`src/rtl/operand_fetch.sv`:
```
// Operand-fetch stage: reads rs1/rs2 from the register file, bypasses the
// concurrent write-back, tracks in-flight destinations and hands operands to execute.
module operand_fetch #(
    parameter int XLEN = 32,
    parameter int NREG = 16
) (
    input  logic                    clk,
    input  logic                    rst,

    input  logic                    issue_valid,
    output logic                    issue_ready,
    input  logic [$clog2(NREG)-1:0] issue_rs1,
    input  logic [$clog2(NREG)-1:0] issue_rs2,
    input  logic [$clog2(NREG)-1:0] issue_rd,
    input  logic                    issue_use_rs1,
    input  logic                    issue_use_rs2,
    input  logic                    issue_wr_rd,

    output logic [$clog2(NREG)-1:0] rf_rs1_addr,
    output logic [$clog2(NREG)-1:0] rf_rs2_addr,
    input  logic [XLEN-1:0]         rf_rs1_val,
    input  logic [XLEN-1:0]         rf_rs2_val,

    input  logic                    wb_valid,
    input  logic [$clog2(NREG)-1:0] wb_rd,
    input  logic [XLEN-1:0]         wb_result,

    input  logic                    flush,

    output logic                    ex_valid,
    input  logic                    ex_ready,
    output logic [XLEN-1:0]         ex_rs1_val,
    output logic [XLEN-1:0]         ex_rs2_val,
    output logic [$clog2(NREG)-1:0] ex_rd,
    output logic                    ex_wr_rd,

    output logic [NREG-1:0]         busy
);

    localparam int AW = $clog2(NREG);

    logic            wb_live;
    logic            hit_rs1;
    logic            hit_rs2;
    logic            hit_rd;
    logic [XLEN-1:0] op_rs1;
    logic [XLEN-1:0] op_rs2;
    logic            haz_rs1;
    logic            haz_rs2;
    logic            haz_rd;
    logic            hazard;
    logic            accept;
    logic [NREG-1:0] busy_nxt;

    assign rf_rs1_addr = issue_rs1;
    assign rf_rs2_addr = issue_rs2;

    // A write-back to x0 is never a real commit, so it neither bypasses nor clears.
    assign wb_live = wb_valid && (wb_rd != '0);
    assign hit_rs1 = wb_live && (wb_rd == issue_rs1);
    assign hit_rs2 = wb_live && (wb_rd == issue_rs2);
    assign hit_rd  = wb_live && (wb_rd == issue_rd);

    always_comb begin
        op_rs1 = rf_rs1_val;
        if (issue_rs1 == '0) begin
            op_rs1 = '0;
        end else if (hit_rs1) begin
            op_rs1 = wb_result;
        end
    end

    always_comb begin
        op_rs2 = rf_rs2_val;
        if (issue_rs2 == '0) begin
            op_rs2 = '0;
        end else if (hit_rs2) begin
            op_rs2 = wb_result;
        end
    end

    assign haz_rs1 = issue_use_rs1 && busy[issue_rs1] && !hit_rs1;
    assign haz_rs2 = issue_use_rs2 && busy[issue_rs2] && !hit_rs2;
    assign haz_rd  = issue_wr_rd && (issue_rd != '0) && busy[issue_rd] && !hit_rd;
    assign hazard  = haz_rs1 || haz_rs2 || haz_rd;

    assign issue_ready = !flush && !hazard && (!ex_valid || ex_ready);
    assign accept      = issue_valid && issue_ready;

    // Clears are applied first so a newer writer of the same register keeps it busy.
    always_comb begin
        busy_nxt = busy;
        if (wb_live) begin
            busy_nxt[wb_rd] = 1'b0;
        end
        if (flush && ex_valid && ex_wr_rd && (ex_rd != '0)) begin
            busy_nxt[ex_rd] = 1'b0;
        end
        if (accept && issue_wr_rd && (issue_rd != '0)) begin
            busy_nxt[issue_rd] = 1'b1;
        end
        busy_nxt[0] = 1'b0;
    end

    always_ff @(posedge clk or posedge rst) begin
        if (rst) begin
            busy <= '0;
        end else begin
            busy <= busy_nxt;
        end
    end

    always_ff @(posedge clk or posedge rst) begin
        if (rst) begin
            ex_valid <= 1'b0;
        end else if (flush) begin
            ex_valid <= 1'b0;
        end else if (accept) begin
            ex_valid <= 1'b1;
        end else if (ex_ready) begin
            ex_valid <= 1'b0;
        end
    end

    always_ff @(posedge clk or posedge rst) begin
        if (rst) begin
            ex_rs1_val <= '0;
            ex_rs2_val <= '0;
            ex_rd      <= '0;
            ex_wr_rd   <= 1'b0;
        end else if (accept) begin
            ex_rs1_val <= op_rs1;
            ex_rs2_val <= op_rs2;
            ex_rd      <= issue_rd;
            ex_wr_rd   <= issue_wr_rd;
        end
    end

    logic [AW-1:0] unused_aw;
    assign unused_aw = '0;

endmodule

```
`config.mk`:
```
export PLATFORM = sky130hd
export DESIGN_NAME = operand_fetch
export DESIGN_NICKNAME = d
export VERILOG_FILES = /design/src/rtl/operand_fetch.sv
export SDC_FILE = /design/constraint.sdc
export NUM_CORES = 1
export LEC_CHECK = 0
export BUFFER_PORTS_ARGS = -buffer_cell sky130_fd_sc_hd__buf_2
export CORE_ASPECT_RATIO = 1.2
export CORE_MARGIN = 2
export CORE_UTILIZATION = 52
export DETAILED_ROUTE_END_ITERATION = 7
export HOLD_SLACK_MARGIN = 0.15
export PLACE_DENSITY = 0.88
export SLEW_MARGIN = 30
export SYNTH_ARGS = -nofsm -noshare
export SYNTH_HDL_FRONTEND = slang
export SYNTH_SLANG_ARGS = --single-unit
export TNS_END_PERCENT = 5
```
`constraint.sdc`:
```
create_clock -name clk -period 4.8 [get_ports clk]
set_input_delay 0.96 -clock clk [delete_from_list [all_inputs] [get_ports clk]]
set_output_delay 0.96 -clock clk [all_outputs]
set_load 0.02 [all_outputs]
```
==> qor.txt <==
Status -> complete, no violations
Crit-path max FO -> 10
Top cells by area, synth -> dfrtp_1 (42%), mux2_1 (15%), mux2i_1 (14%), nor2_1 (5.1%), mux4_2 (2.6%)
Clk root buf -> clkbuf_16
Num CTS Buffers -> 9
Peak supply drop -> 0.233 mV
Post-synth top flop -> dfrtp_1
Slew margin rel. -> 50.3%
Area of the multi-input gates -> 0.00274 mm^2
Die ar. -> 0.0106 mm^2
Fmax -> 253 MHz
Routed vias -> 4509
Drt wl/cell -> 19.0 um
Post-Synthesis Cells -> 459
Ports -> 216
Top cells by count, synth -> dfrtp_1 (85), mux2i_1 (74), nor2_1 (70)
GPL Wtd Cong -> 1.01
Final setup violation count -> 0
DP Area -> 0.00617 mm^2
WHS Path Cells -> 1
WP data required -> 3.84 ns
WP data arrival -> 3.00 ns
Fin cells -> 776
Worst slew pin tran -> 0.744 ns
Clk buf depth -> 2
DR pass1 iterations -> 5
Worst hold path type -> reg2reg
Via/cell ratio -> 5.81
Port Buf Inserts -> 214
DRC Markers -> 0
Synthesized cell area -> 0.00511 mm^2
Total track usage -> 27.7%
P per Cell Area -> 401 mW/mm^2
Ratio of cells with drive above 1 in the final layout -> 39.1%
Crit path capture -> issue_ready
Initial antenna violation count -> 0
CP Launch Point -> wb_rd[2]
Fillcell total -> 768
Initial core utilization -> 53.5%
Max-capacitance violation count -> 0
Nets -> 770
FF/Latch Area -> 0.00213 mm^2
Yosys Warn Count -> 0
Worst R2R Start -> busy[14]$_DFF_PP0_
Pleak -> 2.99 nW
Syn_area_per_cell -> 11.1 um^2
Clock Latency Late Sink -> 0.33 ns
# diodes -> 0
Worst Min Path Start -> ex_rs2_val[26]$_DFFE_PP0N_
Initial DRC count -> 263
Clock Pin Slew Worst Setup and Hold Paths -> 0.06 ns
Register area share after synthesis -> 41.6%
Internal reg-to-reg setup slack -> 1.70 ns
First-pass GRT wire length -> 22.7 mm
Crit path kind -> in2out
Die W -> 94.5 um
Largest net degree at the start of global routing -> 47
DP Cell Count -> 761
Final Hold Fails -> 0
Number of enable flip-flop cells after synthesis -> 0
Syn_nets -> 580
Rows -> 39
Share of synthesized flip-flops with an asynchronous set or reset -> 100%
Area growth, synth to finish -> 27.0%
Core area -> 0.00956 mm^2
Cell accounting for the most synthesized area -> dfrtp_1
RSZ-0062 raised after global routing -> no
Number of global-route vias before repair -> 4681
Synthesized flop and latch total -> 85
Total Wirelength -> 14.7 mm
Hold_buf cts -> 0
H-tree levels -> 3
Post-synth top area share -> 41.6%
Tcrit/Tclk final -> 82.4%
Clock Skews -> 0.00839 ns
DP Wirelength -> 11.2 mm
CTS tree -> built
Final ANT Viol Nets -> 0
Clock period minus worst slack -> 3.96 ns
Setup TNS -> 0 ns
Most frequent cell after synthesis -> dfrtp_1
R2R depth -> 7
Crit. End Element -> primary output
Clock sink total -> 85
PostCTS Resize Cnt -> 0
Yosys cell types -> 44
Final instance area -> 0.00649 mm^2
Die Y -> 113 um
CP Launch Type -> input pin
Worst R2R End -> ex_rs2_val[22]$_DFFE_PP0N_
Setup repair bufs after CTS -> 0
Number of max-slew violations in the final report -> 0
GRT overflow -> 0
-- report_power, final --
part           switching, W  leakage, nW  total [W]  internal (W)
Clock              0.000273        0.159   0.000742      0.000469
Combinational      0.000512         1.79   0.000841      0.000330
Sequential         0.000129         1.04    0.00102      0.000893
-- through the flow --
stage          util [%]  power, W  hold slack [ns]  setup slack (ns)
2_1_floorplan         -   0.00153            0.615              1.11
3_3_place_gp       64.5   0.00184            0.469             0.928
3_5_place_dp       64.5   0.00188            0.475             0.876
4_1_cts            67.9   0.00262            0.489             0.863
5_1_grt            67.9   0.00273            0.505             0.770
6_report           67.9   0.00260            0.485             0.845
-- logic make-up after synthesis --
kind of cell,share of synthesized area [%]
mux,32.8
simple gates,11.4
flops,41.6
buf+inv,5.36
compound gates,6.76
xor+xnor,2.06
other cells,0.0734
-- cell type report --
| class | instances | area share [%] |
|---|---|---|
| repair buffers | 221 | 17.5 |
| well taps | 123 | 2.37 |
| multi-input cells | 328 | 42.2 |
| flip-flops and latches | 85 | 32.8 |
| clock inverters | 5 | 1.27 |
| clock buffers | 10 | 3.68 |
| inverters | 4 | 0.250 |
-- flip-flops by register name, indices dropped and copies added, names as in the netlist --
| name | flops |
|---|---|
| ex_rs2_val | 32 |
| busy | 15 |
| ex_wr_rd | 1 |
| ex_valid | 1 |
| ex_rd | 4 |
| ex_rs1_val | 32 |
-- critical path: stages --
cell and delay [ns]:
buf_2 0.18, o41ai_4 0.57, nor2_4 0.07, or4b_1 0.65, nand3_1 0.32, inv_1 0.07, buf_2 0.16
-- metal layers --
| metal | vias to the layer above | share of wire, % | GRT usage, % |
|---|---|---|---|
| met5 | - | 0 | 0 |
| met4 | 0 | 3.1 | 13.5 |
| met3 | 37 | 7.2 | 5.30 |
| met2 | 239 | 53 | 49.2 |
| met1 | 2193 | 37 | 31.6 |
| li1 | 2040 | - | - |
-- worst min-delay path by stage --
stage	end	slack [ns]
final	ex_rs2_val[26]$_DFFE_PP0N_	0.48
after detailed placement	ex_rs2_val[26]$_DFFE_PP0N_	0.48
after global routing	ex_rs1_val[30]$_DFFE_PP0N_	0.51
after floorplan	ex_rs1_val[0]$_DFFE_PP0N_	0.61
after CTS	ex_rs2_val[26]$_DFFE_PP0N_	0.49
after global placement	ex_rs1_val[12]$_DFFE_PP0N_	0.47
-- placed cells by master, fill, tap and decap left out, drive strengths merged, types with 8 or more instances in the layout --
cell,n
nand2,8
mux2,71
nand3,8
nor2,70
dfrtp,85
o21ai,10
o221ai,12
clkbuf,10
mux2i,74
o31ai,8
xnor2,12
buf,221
No activity file was read; power rests on OpenSTA's default activity.
